[src/rtl/serial_addsub_pkg.sv]
// Shared types and sizing helpers for the digit-serial adder/subtractor.
// Optional feature macro: SERIAL_ADDSUB_OVF_EN (adds the signed-overflow flag).
package serial_addsub_pkg;

    typedef enum logic [1:0] {
        IDLE = 2'd0,
        RUN  = 2'd1,
        DONE = 2'd2
    } state_t;

    // Number of RUN cycles needed to walk all digits of an operand.
    function automatic int calc_ndig(input int width, input int digit);
        return width / digit;
    endfunction

    // Width of a counter able to hold 0..ndig.
    function automatic int calc_cw(input int ndig);
        return $clog2(ndig + 1);
    endfunction

endpackage

[src/rtl/serial_addsub_unit_digit_adder.sv]
// Combinational DIGIT-bit ripple-carry adder used once per RUN cycle.
// With SERIAL_ADDSUB_OVF_EN defined it also exposes the carry into its top bit,
// which the top level uses to detect signed overflow on the final digit.
module digit_adder #(
    parameter int DIGIT = 1
) (
    input  logic [DIGIT-1:0] a,
    input  logic [DIGIT-1:0] b,
    input  logic             ci,
    output logic [DIGIT-1:0] s,
    output logic             co
`ifdef SERIAL_ADDSUB_OVF_EN
    ,
    output logic             c_msb_in
`endif
);

    logic [DIGIT:0] carry_s;

    // Ripple the carry through the digit one bit at a time.
    always_comb begin
        carry_s    = {(DIGIT + 1){1'b0}};
        s          = {DIGIT{1'b0}};
        carry_s[0] = ci;
        for (int i = 0; i < DIGIT; i++) begin
            s[i]           = a[i] ^ b[i] ^ carry_s[i];
            carry_s[i + 1] = (a[i] & b[i]) | (carry_s[i] & (a[i] ^ b[i]));
        end
    end

    assign co = carry_s[DIGIT];

`ifdef SERIAL_ADDSUB_OVF_EN
    assign c_msb_in = carry_s[DIGIT-1];
`endif

endmodule

[src/rtl/serial_addsub_unit.sv]
// Digit-serial adder/subtractor: WIDTH-bit operands, DIGIT bits per clock,
// least-significant digit first, with a start/busy/done handshake.
// Optional feature macro: SERIAL_ADDSUB_OVF_EN (adds the ovf port).
module serial_addsub_unit
    import serial_addsub_pkg::*;
#(
    parameter int WIDTH = 8,
    parameter int DIGIT = 1
) (
    input  logic             clk,
    input  logic             rst,
    input  logic             start,
    input  logic             sub,
    input  logic [WIDTH-1:0] adata,
    input  logic [WIDTH-1:0] bdata,
    output logic             busy,
    output logic             done,
    output logic [WIDTH-1:0] pout,
    output logic             cout
`ifdef SERIAL_ADDSUB_OVF_EN
    ,
    output logic             ovf
`endif
);

    localparam int             NDIG     = calc_ndig(WIDTH, DIGIT);
    localparam int             CW       = calc_cw(NDIG);
    localparam logic [CW-1:0]  LAST_CNT = CW'(NDIG - 1);

    state_t           state_q, state_d;
    logic [WIDTH-1:0] a_q, a_d;
    logic [WIDTH-1:0] b_q, b_d;
    logic [WIDTH-1:0] r_q, r_d;
    logic             sub_q, sub_d;
    logic             c_q, c_d;
    logic [CW-1:0]    cnt_q, cnt_d;
    logic [WIDTH-1:0] pout_q, pout_d;
    logic             cout_q, cout_d;
    logic             busy_q, busy_d;
    logic             done_q, done_d;
`ifdef SERIAL_ADDSUB_OVF_EN
    logic             ovf_q, ovf_d;
    logic             c_msb_s;
`endif

    logic [DIGIT-1:0] b_dig_s;
    logic [DIGIT-1:0] sum_s;
    logic             co_s;
    logic [WIDTH-1:0] r_next_s;
    logic             load_s;
    logic             last_s;

    // For subtraction B is inverted digit by digit; the +1 comes from carry-in.
    assign b_dig_s = b_q[DIGIT-1:0] ^ {DIGIT{sub_q}};

    digit_adder #(
        .DIGIT (DIGIT)
    ) u_digit_adder (
        .a        (a_q[DIGIT-1:0]),
        .b        (b_dig_s),
        .ci       (c_q),
        .s        (sum_s),
        .co       (co_s)
`ifdef SERIAL_ADDSUB_OVF_EN
        ,
        .c_msb_in (c_msb_s)
`endif
    );

    // New sum digit enters at the top so the LSB digit ends at bit 0 after NDIG shifts.
    assign r_next_s = (r_q >> DIGIT) | (WIDTH'(sum_s) << (WIDTH - DIGIT));

    assign load_s = start & ((state_q == IDLE) | (state_q == DONE));
    assign last_s = (state_q == RUN) & (cnt_q == LAST_CNT);

    // Next-state logic: start is only honoured while not running.
    always_comb begin
        state_d = state_q;
        case (state_q)
            IDLE: begin
                if (start) begin
                    state_d = RUN;
                end else begin
                    state_d = IDLE;
                end
            end
            RUN: begin
                if (cnt_q == LAST_CNT) begin
                    state_d = DONE;
                end else begin
                    state_d = RUN;
                end
            end
            DONE: begin
                if (start) begin
                    state_d = RUN;
                end else begin
                    state_d = IDLE;
                end
            end
            default: begin
                state_d = IDLE;
            end
        endcase
    end

    // Operand/result shift registers, carry and digit counter.
    always_comb begin
        a_d   = a_q;
        b_d   = b_q;
        r_d   = r_q;
        sub_d = sub_q;
        c_d   = c_q;
        cnt_d = cnt_q;
        if (load_s) begin
            a_d   = adata;
            b_d   = bdata;
            r_d   = {WIDTH{1'b0}};
            sub_d = sub;
            c_d   = sub;
            cnt_d = {CW{1'b0}};
        end else if (state_q == RUN) begin
            a_d   = a_q >> DIGIT;
            b_d   = b_q >> DIGIT;
            r_d   = r_next_s;
            c_d   = co_s;
            cnt_d = cnt_q + CW'(1);
        end else begin
            a_d   = a_q;
            b_d   = b_q;
        end
    end

    // Output registers: result captured only on the final RUN cycle, flags from next state.
    always_comb begin
        pout_d = pout_q;
        cout_d = cout_q;
`ifdef SERIAL_ADDSUB_OVF_EN
        ovf_d  = ovf_q;
`endif
        busy_d = (state_d == RUN);
        done_d = (state_d == DONE);
        if (last_s) begin
            pout_d = r_next_s;
            cout_d = co_s;
`ifdef SERIAL_ADDSUB_OVF_EN
            ovf_d  = co_s ^ c_msb_s;
`endif
        end else begin
            pout_d = pout_q;
        end
    end

    // State and datapath registers with asynchronous clear.
    always_ff @(posedge clk or posedge rst) begin
        if (rst) begin
            state_q <= IDLE;
            a_q     <= {WIDTH{1'b0}};
            b_q     <= {WIDTH{1'b0}};
            r_q     <= {WIDTH{1'b0}};
            sub_q   <= 1'b0;
            c_q     <= 1'b0;
            cnt_q   <= {CW{1'b0}};
            pout_q  <= {WIDTH{1'b0}};
            cout_q  <= 1'b0;
            busy_q  <= 1'b0;
            done_q  <= 1'b0;
`ifdef SERIAL_ADDSUB_OVF_EN
            ovf_q   <= 1'b0;
`endif
        end else begin
            state_q <= state_d;
            a_q     <= a_d;
            b_q     <= b_d;
            r_q     <= r_d;
            sub_q   <= sub_d;
            c_q     <= c_d;
            cnt_q   <= cnt_d;
            pout_q  <= pout_d;
            cout_q  <= cout_d;
            busy_q  <= busy_d;
            done_q  <= done_d;
`ifdef SERIAL_ADDSUB_OVF_EN
            ovf_q   <= ovf_d;
`endif
        end
    end

    assign busy = busy_q;
    assign done = done_q;
    assign pout = pout_q;
    assign cout = cout_q;
`ifdef SERIAL_ADDSUB_OVF_EN
    assign ovf  = ovf_q;
`endif

endmodule

[config.mk]
export PLATFORM = sky130hd
export DESIGN_NAME = serial_addsub_unit
export DESIGN_NICKNAME = d
export VERILOG_FILES = /design/src/rtl/serial_addsub_pkg.sv /design/src/rtl/serial_addsub_unit_digit_adder.sv /design/src/rtl/serial_addsub_unit.sv
export SDC_FILE = /design/constraint.sdc
export NUM_CORES = 1
export LEC_CHECK = 0
export CORE_AREA = 2 2 65 67
export DETAILED_ROUTE_END_ITERATION = 8
export DIE_AREA = 0 0 67 69
export GPL_TIMING_DRIVEN = 0
export PLACE_DENSITY = 0.69
export SYNTH_ARGS = -nofsm -noshare
export SYNTH_HDL_FRONTEND = slang
export SYNTH_SLANG_ARGS = --single-unit
[constraint.sdc]
create_clock -name clk -period 3.61 [get_ports clk]
set_input_delay 1.083 -clock clk [delete_from_list [all_inputs] [get_ports clk]]
set_output_delay 1.083 -clock clk [all_outputs]
set_load 0.02 [all_outputs]
Word-level counts from Yosys, hierarchy flattened

Cells that the tools add are included.

Bits in registers: 43
Output and inout bits: 11

Add/sub/neg operators: 1
Eq/ne operators: 5
Muxes and demuxes: 13
Bitwise logic cells: 10
Reductions and logical operators: 3

Operators with widths:

| cell                                                 | count |
|---|---|
| 2-to-1 mux 8 bit                                     | 6 |
| 2-to-1 mux 4 bit                                     | 2 |
| bitwise OR 7 x 8 -> 8 bit                            | 1 |
| adder 4 x 1 -> 4 bit (second input constant)         | 1 |
| bitwise AND 1 bit                                    | 4 |
| equality test 2 x 1 -> 1 bit (second input constant) | 2 |
| equality test 2 bit (second input constant)          | 2 |
| equality test 4 x 3 -> 1 bit (second input constant) | 1 |
| case mux 2 bit (2 select lines)                      | 1 |
| 2-to-1 mux 1 bit                                     | 3 |
| bitwise XOR 1 bit                                    | 3 |
| logical NOT 2 bit                                    | 1 |
| 2-to-1 mux 2 bit                                     | 1 |
| bitwise OR 1 bit                                     | 2 |
| nonzero test 2 bit                                   | 1 |
| OR reduction 2 bit                                   | 1 |

Depth between registers and ports, before layout

Depth in word-level cells: 6
Mapped depth: 5
Depth with buffers taken out: 4

Modules after synthesis

Synthesis repeated with hierarchy kept, for this count alone.

Cells, all modules: 124
Area total of the unflattened synthesis: 1705.4 µm²

Modules (own cells, without submodules):

| module             | times used | cells an instance | area each (µm²) | seq. area each (µm²) |
|---|---|---|---|---|
| serial_addsub_unit | 1          | 123               | 1685.4          | 1051.0 |
| digit_adder        | 1          | 1                 | 20.0            | 0.0 |

Least setup slack after synthesis

No wires, ideal clock.

Kind: input -> register
From: input port start
To: register a_q[0]
Setup time: 0.126 ns
Arrival: 1.785 ns
Slack: 1.699 ns
Stages on the path: 4
Path buffers: 1
Cell sequence: nor2b_1 > buf_2 > nor3_1 > a221o_1

Cells in the longest elaborated chain, start to end: 2
Elaborated cells on any way between the ends: 3

RTL lines:

| element                                                | line                      | source |
|---|---|---|
| from (decl)                                            | serial_addsub_unit.sv:12  | `input logic start,` |
| bitwise AND 1 bit (*)                                  | serial_addsub_unit.sv:73  | `assign load_s = start & ((state_q == IDLE) \| (state_q == DONE));` |
| 2-to-1 mux 8 bit or nonzero test 2 bit (tied branches) | --                        |  |
| to (signal assigned)                                   | serial_addsub_unit.sv:158 | `a_q <= {WIDTH{1'b0}};` |
| to (decl)                                              | serial_addsub_unit.sv:31  | `logic [WIDTH-1:0] a_q, a_d;` |

Every way passes the cells marked *; elsewhere a longest branch is shown, timed or not.
A chain may end at the register's enable or synchronous reset.

Final worst setup path

From: register pout_q[3], in the netlist pout[3]
To: output port pout[3]

RTL lines:

| element                | line                      | source |
|---|---|---|
| from (decl)            | serial_addsub_unit.sv:37  | `logic [WIDTH-1:0] pout_q, pout_d;` |
| from (signal assigned) | serial_addsub_unit.sv:164 | `pout_q <= {WIDTH{1'b0}};` |
| from (signal assigned) | serial_addsub_unit.sv:179 | `pout_q <= pout_d;` |
| to (decl)              | serial_addsub_unit.sv:18  | `output logic [WIDTH-1:0] pout,` |

No word-level cell between the ends.

==> report_table.html <==
<table>
<tr><th>Metric</th><th>Value</th></tr>
<tr><th colspan="2">Run status</th></tr>
<tr><td>Result of the run</td><td>finished, final reports clean</td></tr>
<tr><th colspan="2">Synthesis</th></tr>
<tr><td>Count of different cell masters after synthesis</td><td>26</td></tr>
<tr><td>Adder-cell area share of the yosys netlist</td><td>0.0189</td></tr>
<tr><td>Xor/xnor cell area share of the yosys netlist</td><td>0.0102</td></tr>
<tr><td>Post-synthesis sequential element count</td><td>42</td></tr>
<tr><td>Top flip-flop cell by instance count after synthesis</td><td>dfrtp_1</td></tr>
<tr><td>Portion of netlist area occupied by mux cells</td><td>0.0754</td></tr>
<tr><td>Post-Synth Simple-Gate Area</td><td>0.126</td></tr>
<tr><td>Sequential fraction of the synthesis area</td><td>0.609</td></tr>
<tr><td>Post-synthesis cell area</td><td>1730 µm²</td></tr>
<tr><td>Post-Syn Instances</td><td>144</td></tr>
<tr><td>Post-synthesis compound-gate area fraction</td><td>0.123</td></tr>
<tr><td>Number of synthesized flops with an enable pin</td><td>0</td></tr>
<tr><td>Synth Net Count</td><td>166</td></tr>
<tr><td>Dominant combinational cell family by area after synthesis</td><td>simple AND/OR/NAND/NOR gates</td></tr>
<tr><td>Synth warnings</td><td>0</td></tr>
<tr><td>Share of flip-flops with an asynchronous set or reset</td><td>1.00</td></tr>
<tr><td>Synthesized area divided by synthesized cell count</td><td>12.0 µm²</td></tr>
<tr><th colspan="2">Worst setup path</th></tr>
<tr><td>Worst Setup Start Kind</td><td>register</td></tr>
<tr><td>Critical path type</td><td>register to primary output</td></tr>
<tr><td>Ordered cell list for the critical path</td><td>clkdlybuf4s50_1</td></tr>
<tr><td>Depth of the most critical reg-to-reg path</td><td>4</td></tr>
<tr><td>Worst Path Buf+Inv</td><td>1</td></tr>
<tr><td>Launch point of the worst path</td><td>pout[3]</td></tr>
<tr><td>Worst reg2reg setup slack</td><td>1.91 ns</td></tr>
<tr><td>Worst setup path end</td><td>pout[3]</td></tr>
<tr><td>Slowest cell on the critical path</td><td>clkdlybuf4s50_1</td></tr>
<tr><td>Kind of end point of the critical path</td><td>primary output</td></tr>
<tr><td>Number of logic stages on the critical path including buffering</td><td>1</td></tr>
<tr><td>RR Startpoint</td><td>cnt_q[0]</td></tr>
<tr><td>Data required time of the critical path</td><td>2.53 ns</td></tr>
<tr><td>Critical path peak fanout</td><td>2</td></tr>
<tr><td>Crit Reg-Reg Endpoint</td><td>pout[2]</td></tr>
<tr><td>Family of cells with the greatest summed delay on the critical path</td><td>buffers and inverters</td></tr>
<tr><td>Worst stage delay on the critical path</td><td>0.61 ns</td></tr>
<tr><td>Arrival time at the worst endpoint</td><td>1.25 ns</td></tr>
<tr><th colspan="2">GRT</th></tr>
<tr><td>Via count of the first global-routing pass</td><td>1240</td></tr>
<tr><td>GRT Resource Usage Total</td><td>0.173</td></tr>
<tr><td>Overflow after GRT</td><td>0</td></tr>
<tr><td>Largest net degree at the start of global routing</td><td>43</td></tr>
<tr><td>Wire length of the first global-routing pass</td><td>6020 µm</td></tr>
<tr><td>Number of antenna violations at the first check in global routing</td><td>0</td></tr>
<tr><th colspan="2">Floorplan</th></tr>
<tr><td>Horizontal extent of the die</td><td>67 µm</td></tr>
<tr><td>Overall die area</td><td>4620 µm²</td></tr>
<tr><td>Effective utilization at floorplan</td><td>0.441</td></tr>
<tr><td>Placeable Area</td><td>3910 µm²</td></tr>
<tr><td>Std cell rows</td><td>23</td></tr>
<tr><td>Die span in y</td><td>69 µm</td></tr>
<tr><td>Number of ports placed on the die boundary</td><td>31</td></tr>
<tr><th colspan="2">Timing</th></tr>
<tr><td>Final Cycle Share</td><td>0.646</td></tr>
<tr><td>Hold violation count in the final report</td><td>0</td></tr>
<tr><td>Unrepaired setup endpoints after global routing</td><td>false</td></tr>
<tr><td>Total negative slack</td><td>0 ns</td></tr>
<tr><td>Setup-violating endpoint count in the final report</td><td>0</td></tr>
<tr><td>Worst-case setup margin in the final layout</td><td>1.28 ns</td></tr>
<tr><td>Final Critical Period</td><td>2.33 ns</td></tr>
<tr><td>Slew at the pin closest to its max-slew limit</td><td>0.840 ns</td></tr>
<tr><td>Worst slew margin relative to its limit</td><td>0.439</td></tr>
<tr><td>Fin Clk Skew</td><td>0.0105 ns</td></tr>
<tr><td>Max Transition Viols Final</td><td>0</td></tr>
<tr><td>Highest achievable clock rate</td><td>0.429 GHz</td></tr>
<tr><th colspan="2">Final layout</th></tr>
<tr><td>Total inserted antenna cells</td><td>0</td></tr>
<tr><td>End-of-flow core utilization</td><td>0.561</td></tr>
<tr><td>P&amp;R area growth vs syn</td><td>27.2%</td></tr>
<tr><td>Layout cells sized above 1</td><td>0.115</td></tr>
<tr><td>Final layout net count</td><td>203</td></tr>
<tr><th colspan="2">Placed design</th></tr>
<tr><td>Port Buffer Count</td><td>30</td></tr>
<tr><td>Pre-CTS worst setup slack</td><td>0.981 ns</td></tr>
<tr><td>Final HPWL from detailed placement</td><td>2320 µm</td></tr>
<tr><td>Final weighted congestion in routability-driven placement</td><td>0.763</td></tr>
<tr><th colspan="2">Clocking</th></tr>
<tr><td>Buffer levels on the longest clock path</td><td>2</td></tr>
<tr><td>Clock latency of the later-clocked register in the worst-skew pair</td><td>0.30 ns</td></tr>
<tr><td>Num Clock Sinks</td><td>42</td></tr>
<tr><td>Clock transition at path regs</td><td>0.08 ns</td></tr>
<tr><td>Clock tree from TritonCTS</td><td>built</td></tr>
<tr><td>Number of H-tree levels</td><td>2</td></tr>
<tr><td>Number of buffers inserted by hold repair at cts</td><td>0</td></tr>
<tr><td>CTS Buf Count</td><td>5</td></tr>
<tr><td>Resized cells post-CTS</td><td>0</td></tr>
<tr><td>Clock root buffer</td><td>clkbuf_8</td></tr>
<tr><td>Setup bufs post-CTS</td><td>0</td></tr>
<tr><th colspan="2">Power</th></tr>
<tr><td>Total power density per cell area</td><td>871 nW/µm²</td></tr>
<tr><td>Total leakage power</td><td>1.00 nW</td></tr>
<tr><td>Overall power after layout</td><td>1.91 mW</td></tr>
<tr><td>Worst supply voltage drop on vdd</td><td>0.277 mV</td></tr>
<tr><th colspan="2">Routing</th></tr>
<tr><td>1st-pass router iterations</td><td>4</td></tr>
<tr><td>Total routed wirelength</td><td>3370 µm</td></tr>
<tr><td>Routed via count divided by cell count</td><td>5.36</td></tr>
<tr><td>Wire per inst</td><td>14.5 µm</td></tr>
<tr><td>DR iter-0 viols</td><td>85</td></tr>
<tr><td>Count of vias placed by the detailed router</td><td>1244</td></tr>
<tr><td>Remaining antenna violation count after routing</td><td>0</td></tr>
<tr><td>DR DRC count</td><td>0</td></tr>
<tr><th colspan="2">Job</th></tr>
<tr><td>Max-cap viol count</td><td>0</td></tr>
<tr><th colspan="2">Worst hold path</th></tr>
<tr><td>Worst min-delay path category</td><td>register to register</td></tr>
</table>
area by class of cell:
type | count | area [µm²]
repair buffers | 30 | 300
plain buffers | 9 | 45.0
clock buffers | 7 | 76.3
clock inverters | 1 | 30.0
well taps | 50 | 62.6
multi-input cells | 88 | 611
inverters | 5 | 18.8
flip-flops and latches | 42 | 1050
fillers | 354 | 1720
per-stage QoR:
| step | instances | hold WS, ns | instance area [µm²] |
|---|---|---|---|
| 2_1_floorplan | 144 | 0.460 | 1730 |
| 3_3_place_gp | 224 | 0.479 | 2090 |
| 3_5_place_dp | 224 | 0.476 | 2090 |
| 4_1_cts | 232 | 0.500 | 2190 |
| 5_1_grt | 232 | 0.525 | 2190 |
| 6_report | 232 | 0.483 | 2190 |
power by group:
| part | internal [mW] | total, mW | switching, mW |
|---|---|---|---|
| sequential | 0.672 | 0.795 | 0.122 |
| combinational | 0.360 | 0.755 | 0.395 |
| clock | 0.207 | 0.362 | 0.155 |
| total | 1.24 | 1.91 | 0.672 |
flip-flops by register name, summed over array words and instances, names as in the netlist:
name / count
cnt_q: 4
state_q: 2
cout: 1
busy: 1
sub_q: 1
a_q: 8
b_q: 8
r_q: 7
done: 1
pout: 8
c_q: 1
cells by family (layout without fill, tap and decap cells):
logic type | Yosys count | after routing
AO/OA/AOI/OAI | 27 | 27
buffers and inverters | 14 | 52
XOR/XNOR | 2 | 2
adder cells (fa/ha/maj) | 2 | 2
flip-flops | 42 | 42
multiplexers | 12 | 12
AND/OR/NAND/NOR | 45 | 45
placed cells by master (no fill, tap or decap):
cell / count
a221o_1: 1
a22o_1: 10
a22oi_1: 12
a31oi_1: 1
and2b_1: 1
buf_2: 3
buf_6: 1
bufinv_16: 1
clkbuf_1: 7
clkbuf_8: 5
clkdlybuf4s50_1: 30
dfrtp_1: 42
fa_1: 1
ha_1: 1
inv_1: 4
inv_2: 1
mux2_2: 8
mux2i_1: 4
nand2_1: 21
nand2b_1: 2
nand3_1: 12
nand4_1: 1
nor2_1: 2
nor2_2: 1
nor2b_1: 2
nor3_1: 2
nor3_4: 1
o21ai_0: 2
o2bb2ai_1: 1
xnor2_1: 2
worst min-delay path by stage:
stage                        from      end  slack [ns]  depth (start not counted)
after floorplan            r_q[1]   r_q[1]        0.46                          1
after CTS                  a_q[5]   a_q[4]        0.50                          2
after global placement     a_q[3]   a_q[2]        0.48                          2
final                      a_q[5]   a_q[4]        0.48                          2
after detailed placement   r_q[1]   r_q[1]        0.48                          1
after global routing      pout[6]  pout[6]        0.52                          1
synthesized netlist by cell type, types with 3 or more instances:
library cell	n	area (µm²)
nand2_1	21	78.8
dfrtp_1	42	1050
clkbuf_1	5	18.8
mux2i_1	4	40.0
a22oi_1	12	90.1
nand3_1	12	60.1
buf_2	3	15.0
mux2_2	8	90.1
inv_1	5	18.8
a22o_1	10	87.6
metal layers:
metal  vias up  track usage  share of wire  wire, µm
li1        580            -              -         -
met1       620        0.242           0.45      1520
met2        38        0.256           0.47      1590
met3         6       0.0489          0.065       218
met4         0       0.0612          0.016        54
met5         -            0              0         0
tightest hold or removal path: stages, from the launching register on:
cell     delay, ns
dfrtp_1       0.35
a22oi_1       0.06
nand2_1       0.05
Power figures use the tool's default switching activity.
